===== config.mk =====
export PLATFORM = sky130hd
export DESIGN_NAME = seg7_scan_driver
export DESIGN_NICKNAME = d
export VERILOG_FILES = /design/src/rtl/seg7_pkg.sv /design/src/rtl/seg7_hex_decode.sv /design/src/rtl/seg7_scan_driver.sv
export SDC_FILE = /design/constraint.sdc
export NUM_CORES = 1
export LEC_CHECK = 0
export BUFFER_PORTS_ARGS = -buffer_cell sky130_fd_sc_hd__clkbuf_2
export CORE_MARGIN = 2
export CORE_UTILIZATION = 55
export CTS_CLUSTER_SIZE = 12
export DETAILED_ROUTE_END_ITERATION = 12
export GPL_ROUTABILITY_DRIVEN = 1
export PLACE_DENSITY = 0.77
export SLEW_MARGIN = 20
export SYNTH_ARGS = -nofsm -noshare
export SYNTH_HDL_FRONTEND = slang
export SYNTH_HIERARCHICAL = 1
export SYNTH_SLANG_ARGS = --single-unit
export TNS_END_PERCENT = 20

===== constraint.sdc =====
create_clock -name clk -period 10.1 [get_ports clk]
set_input_delay 3.03 -clock clk [delete_from_list [all_inputs] [get_ports clk]]
set_output_delay 3.03 -clock clk [all_outputs]
set_load 0.1 [all_outputs]

===== src/rtl/seg7_pkg.sv =====
// Shared definitions for the multiplexed 7-segment driver:
// the hex glyph table and the output polarity helper.
package seg7_pkg;

  // Active-high {g,f,e,d,c,b,a} glyph for one hex nibble.
  function automatic logic [6:0] hex7(input logic [3:0] nib);
    logic [6:0] g;
    case (nib)
      4'h0:    g = 7'h3F;
      4'h1:    g = 7'h06;
      4'h2:    g = 7'h5B;
      4'h3:    g = 7'h4F;
      4'h4:    g = 7'h66;
      4'h5:    g = 7'h6D;
      4'h6:    g = 7'h7D;
      4'h7:    g = 7'h07;
      4'h8:    g = 7'h7F;
      4'h9:    g = 7'h6F;
      4'hA:    g = 7'h77;
      4'hB:    g = 7'h7C;
      4'hC:    g = 7'h39;
      4'hD:    g = 7'h5E;
      4'hE:    g = 7'h79;
      default: g = 7'h71;
    endcase
    return g;
  endfunction

  function automatic logic [7:0] pol8(input logic [7:0] v, input logic active_low);
    return active_low ? ~v : v;
  endfunction

endpackage


===== src/rtl/seg7_hex_decode.sv =====
// Combinational nibble + decimal point to active-high {dp,g..a} pattern.
// blank_i suppresses a-g only; the decimal point always follows dp_i.
module seg7_hex_decode
  import seg7_pkg::*;
(
  input  logic [3:0] nib_i,
  input  logic       dp_i,
  input  logic       blank_i,
  output logic [7:0] pat_o
);

  assign pat_o = {dp_i, blank_i ? 7'h00 : hex7(nib_i)};

endmodule


===== src/rtl/seg7_scan_driver.sv =====
// Multiplexed N-digit 7-segment scanner with frame-synchronous shadow load,
// leading-zero blanking, 16-level PWM brightness and an all-off guard per slot.
module seg7_scan_driver
  import seg7_pkg::*;
#(
  parameter int NUM_DIGITS     = 4,
  parameter int CLK_HZ         = 25000000,
  parameter int SCAN_HZ        = 4000,
  parameter int BLANK_CYCLES   = 16,
  parameter bit SEG_ACTIVE_LOW = 1'b1,
  parameter bit DIG_ACTIVE_LOW = 1'b1
) (
  input  logic                    clk,
  input  logic                    rst_n,
  input  logic [4*NUM_DIGITS-1:0] digits_i,
  input  logic [NUM_DIGITS-1:0]   dp_i,
  input  logic                    load_i,
  input  logic                    blank_lz_i,
  input  logic [3:0]              brightness_i,
  output logic [7:0]              seg_o,
  output logic [NUM_DIGITS-1:0]   dig_o,
  output logic                    frame_o
);

  localparam int P       = CLK_HZ / SCAN_HZ;
  localparam int CW      = $clog2(P);
  localparam int EW      = CW + 1;
  localparam int IW      = $clog2(NUM_DIGITS);
  localparam int ON_UNIT = (P - BLANK_CYCLES) / 16;

  localparam logic [CW-1:0]         SLOT_LAST = CW'(P - 1);
  localparam logic [IW-1:0]         IDX_LAST  = IW'(NUM_DIGITS - 1);
  localparam logic [7:0]            SEG_OFF   = pol8(8'h00, SEG_ACTIVE_LOW);
  localparam logic [NUM_DIGITS-1:0] DIG_OFF   = {NUM_DIGITS{DIG_ACTIVE_LOW}};

  logic [CW-1:0]                  slot_q, slot_d;
  logic [IW-1:0]                  idx_q, idx_d;
  logic [NUM_DIGITS-1:0][3:0]     shadow_q, shadow_d;
  logic [NUM_DIGITS-1:0]          sdp_q, sdp_d;
  logic                           pend_q, pend_d;
  logic [3:0]                     bright_q, bright_d;
  logic                           blz_q, blz_d;
  logic [7:0]                     seg_q, seg_d;
  logic [NUM_DIGITS-1:0]          dig_q, dig_d;

  logic                           slot_start, slot_end, frame;
  logic [3:0]                     bright_eff;
  logic                           blz_eff;
  logic [EW-1:0]                  on_len;
  logic                           lit;
  logic [NUM_DIGITS-1:0]          dig_on;
  logic [NUM_DIGITS:1]            hi_zero;
  logic [NUM_DIGITS-1:0]          lz_blank;
  logic [NUM_DIGITS-1:0][7:0]     pat;

  assign slot_start = (slot_q == '0);
  assign slot_end   = (slot_q == SLOT_LAST);
  assign frame      = slot_end && (idx_q == IDX_LAST);

  // Slot-start samples are used directly in the first cycle so a zero
  // guard length still sees this slot's brightness and blanking mode.
  assign bright_eff = slot_start ? brightness_i : bright_q;
  assign blz_eff    = slot_start ? blank_lz_i   : blz_q;

  // hi_zero[k]: shadow digits k..NUM_DIGITS-1 are all zero.
  assign hi_zero[NUM_DIGITS] = 1'b1;

  for (genvar k = 0; k < NUM_DIGITS; k++) begin : g_dig
    if (k == 0) begin : g_lsd
      assign lz_blank[k] = 1'b0;
    end else begin : g_upper
      assign hi_zero[k]  = (shadow_q[k] == 4'h0) && hi_zero[k+1];
      assign lz_blank[k] = blz_eff && hi_zero[k];
    end

    seg7_hex_decode u_dec (
      .nib_i   (shadow_q[k]),
      .dp_i    (sdp_q[k]),
      .blank_i (lz_blank[k]),
      .pat_o   (pat[k])
    );
  end

  // Lit window: BLANK_CYCLES <= slot < BLANK_CYCLES + ON_UNIT*(level+1).
  assign on_len = EW'(ON_UNIT) * EW'({1'b0, bright_eff} + 5'd1);
  assign lit    = ({1'b0, slot_q} >= EW'(BLANK_CYCLES)) &&
                  ({1'b0, slot_q} <  (EW'(BLANK_CYCLES) + on_len));

  always_comb begin
    slot_d   = slot_end ? '0 : slot_q + CW'(1);
    idx_d    = idx_q;
    shadow_d = shadow_q;
    sdp_d    = sdp_q;
    pend_d   = pend_q | load_i;
    bright_d = bright_eff;
    blz_d    = blz_eff;

    if (slot_end) begin
      idx_d = (idx_q == IDX_LAST) ? '0 : idx_q + IW'(1);
    end

    // Shadow only moves on the frame boundary, so a frame is never torn.
    if (frame && pend_d) begin
      shadow_d = digits_i;
      sdp_d    = dp_i;
      pend_d   = 1'b0;
    end
  end

  always_comb begin
    dig_on = lit ? (NUM_DIGITS'(1) << idx_q) : '0;
    dig_d  = DIG_ACTIVE_LOW ? ~dig_on : dig_on;
    seg_d  = lit ? pol8(pat[idx_q], SEG_ACTIVE_LOW) : SEG_OFF;
  end

  always_ff @(posedge clk or negedge rst_n) begin
    if (!rst_n) begin
      slot_q   <= '0;
      idx_q    <= '0;
      shadow_q <= '0;
      sdp_q    <= '0;
      pend_q   <= 1'b0;
      bright_q <= '0;
      blz_q    <= 1'b0;
      seg_q    <= SEG_OFF;
      dig_q    <= DIG_OFF;
    end else begin
      slot_q   <= slot_d;
      idx_q    <= idx_d;
      shadow_q <= shadow_d;
      sdp_q    <= sdp_d;
      pend_q   <= pend_d;
      bright_q <= bright_d;
      blz_q    <= blz_d;
      seg_q    <= seg_d;
      dig_q    <= dig_d;
    end
  end

  assign seg_o   = seg_q;
  assign dig_o   = dig_q;
  assign frame_o = frame;

endmodule


==> implementation parameters <==
Parameter                              Value

Worst hold path
  Hold Path Class    reg2reg
  Beginning of the worst hold path    sdp_q[2]

Detailed routing
  Drt wl/cell    ~16 um
  Wire length reported by the detailed router    slightly below 9000 um
  Detailed-route DRC error count    0
  Drt initial violations    153
  DRT antenna net count    0
  Pre-Repair DR Iteration Count    5
  Via count    around 3,200
  Per-cell via count in the routed design    5.775

Yosys
  Average cell area after synthesis    ~11 um2
  Number of flops mapped to enable cells by yosys    0
  Commonest cells post-synth    ha_1, dfrtp_1, nor2_1, inv_1, mux2_2
  Cell with the most instances after synthesis    ha_1
  Largest area contributor in the synthesized netlist    dfrtp_1
  Synthesis warning total    6
  Gate Count Post-Synth    414
  Largest cells by area after synthesis    dfrtp_1, ha_1, dfstp_2
  Share of the synthesized area in the top cell type    23.28%
  Fraction of registers with async set/reset    100.0%
  Register area share after synthesis    30.44%
  Number of synthesized register bits    53
  Post-synthesis cell area    4407 um2
  Prevailing post-synth register cell    dfrtp_1
  Unique cell type count in the Yosys netlist    52

Placed design
  HPWL reported at the end of detailed placement    6801 um
  Count of input and output buffers    40
  GP Congestion    0.8590

Clock network
  Resize count post-CTS    0
  Sinks on the clock net    53
  Cell at the root of the clock tree    clkbuf_8
  Number of buffers added for setup after CTS    0
  Clock edge transition at the registers on the reported setup and hold paths    around 0.1 ns
  Worst-skew pair later-pin latency    between 0.3 and 0.4 ns
  Total clock buffers created by CTS    5
  Htree depth    2
  Max Buffers Root-to-Sink    2
  TritonCTS clock tree    yes
  Hold-fix buffers at CTS    0

Floorplanning
  Number of rows in the core area    32
  Initial standard-cell utilization of the core    between 50% and 60%
  Die Span X    93.51 um
  Vertical die dimension    93.51 um
  Total core area    7727 um2
  Ports placed on the boundary    ~40
  Die area    8744 um2

STA
  Final critical delay including setup and external delays    7.968 ns
  Worst clock skew    between 0.01 and 0.015 ns
  Tightest Pin Transition    ~0.83 ns
  Remaining max-slew budget at the tightest pin    between 40% and 50%
  Final setup viols    0
  Final hold violation count    0
  Share of the cycle needed by the critical path after routing    78.89%
  Unrepaired setup endpoints after global routing    no
  Fin. max-slew vios    0
  Setup_tns    0 ns
  Achievable frequency    0.1255 GHz

Run
  Max-cap check violation count    0

Worst setup path
  Type of the worst setup path    in2reg
  Crit start category    input pin
  Element type at the critical path end    flop
  Critical path startpoint    brightness_i[1]
  CP Data Required Time    10.32 ns
  Arrival time at the worst endpoint    8.18 ns
  Reg-to-reg critical path startpoint    slot_q[11]
  Largest fanout on the critical path    12

Global routing
  Global-route usage over all layers    21.62%
  First-pass GRT wire length    15,100 um
  Antenna violations before repair    0
  Number of global-route vias before repair    3,239
  Pin count of the biggest net entering global routing    between 50 and 60
  Global route total overflow    0

Layout
  Final Core Density    61.17%
  Net total in the final layout    538
  Fraction of final layout cells with drive strength greater than 1    between 20 and 25%
  Footprint of the multi-input gates    between 2000 and 3000 um2
  Sequential cell area    roughly 1300 um2
  Number of fill cells in the layout    638
  Number of antenna diodes    0
  Layout overhead on the synthesized area    7.269%

Run status
  Run status    complete, no violations

Power and ir drop
  LEAKAGE    between 2 and 2.5 nW
  Pwr dens    93.34 nW/um2
  Highest ir drop seen on vdd    55.61 uV
per-layer routing:
layer,vias to the layer above,GRT usage (%),wire length (um)
met5,-,0,0
met4,0,4.534,84
met3,6,2.579,262
met2,70,38.13,4383
met1,1546,28.56,4086
li1,1554,-,-
layout make-up:
type                    count  share of cell area, %
multi-input cells         312                  59.82
well taps                 102                  2.700
repair buffers             41                  4.394
inverters                  34                  2.700
flip-flops and latches     53                  28.37
clock buffers               5                  1.456
clock inverters             3                 0.5559
flip-flops by register name, indices dropped and copies added, names as in the netlist:
register and flops:
blz_q 1, idx_q 2, shadow_q 16, dig_o 4
slot_q 13, bright_q 4, sdp_q 4, seg_o 8
pend_q 1
worst max-delay path, cell delays in order:
cell	delay (ns)
clkbuf_2	0.08
and3b_1	0.17
nand4_1	0.11
and2_1	0.28
inv_1	0.12
ha_1	0.24
xnor2_1	0.38
ha_1	0.32
ha_1	0.28
ha_1	0.16
inv_1	0.05
fa_1	0.39
nor2b_1	0.12
o21ai_0	0.09
nand2b_1	0.13
and3_1	0.19
xnor2_1	0.07
ha_1	0.19
a211o_1	0.31
a311o_1	0.30
a211oi_1	0.23
a311oi_1	0.10
o211ai_2	0.68
nand3_1	0.16
logic make-up after synthesis:
kind of cell	Yosys count	share of synthesized area, %
mux	52	16.55
simple gates	114	15.02
buf+inv	55	6.076
fa+ha+maj	63	18.06
flops	53	30.44
compound gates	54	9.398
other cells	1	0.08510
xor+xnor	22	4.373
final timing paths:
kind | end | slack, ns | cells after the start
max | dig_o[0] | 2.13 | 24
min | sdp_q[2] | 0.51 | 1
max reg2reg | dig_o[0] | 3.78 | 23
min reg2reg | sdp_q[2] | 0.51 | 1
max in group asynchronous | pend_q | 6.85 | 2
min in group asynchronous | shadow_q[5] | 2.81 | 2
power breakdown:
part           switching [W]  total [W]  internal, W
Clock              0.0000782   0.000129    0.0000506
Combinational      0.0000573  0.0000950    0.0000377
Sequential        0.00000110   0.000217     0.000216
cell usage in the layout, fill, tap and decap left out, types with 7 or more instances in the layout:
master,Yosys,layout
xnor2_1,13,13
inv_1,34,34
a211oi_1,9,9
conb_1,1,7
dfrtp_1,41,41
nand3_2,10,10
nand3_1,7,7
dfstp_2,12,12
mux2i_1,14,14
a221oi_1,9,9
ha_1,62,62
mux4_2,8,8
mux2_2,21,21
xor2_1,9,9
clkbuf_2,0,40
nor2_1,40,40
nor3_1,11,11
metrics by stage:
| stage | hold slack, ns | area, um2 | power, W | setup WS [ns] | instances |
|---|---|---|---|---|---|
| 2_1_floorplan | 0.4473 | 4429 | 0.0002896 | 2.617 | 420 |
| 3_3_place_gp | 0.4748 | 4627 | 0.0003134 | 2.069 | 542 |
| 3_5_place_dp | 0.4887 | 4627 | 0.0003160 | 1.823 | 542 |
| 4_1_cts | 0.5181 | 4722 | 0.0004448 | 2.134 | 550 |
| 5_1_grt | 0.5360 | 4727 | 0.0004665 | 1.737 | 550 |
| 6_report | 0.5138 | 4727 | 0.0004412 | 2.132 | 550 |
(Power assumes the default switching activity.)
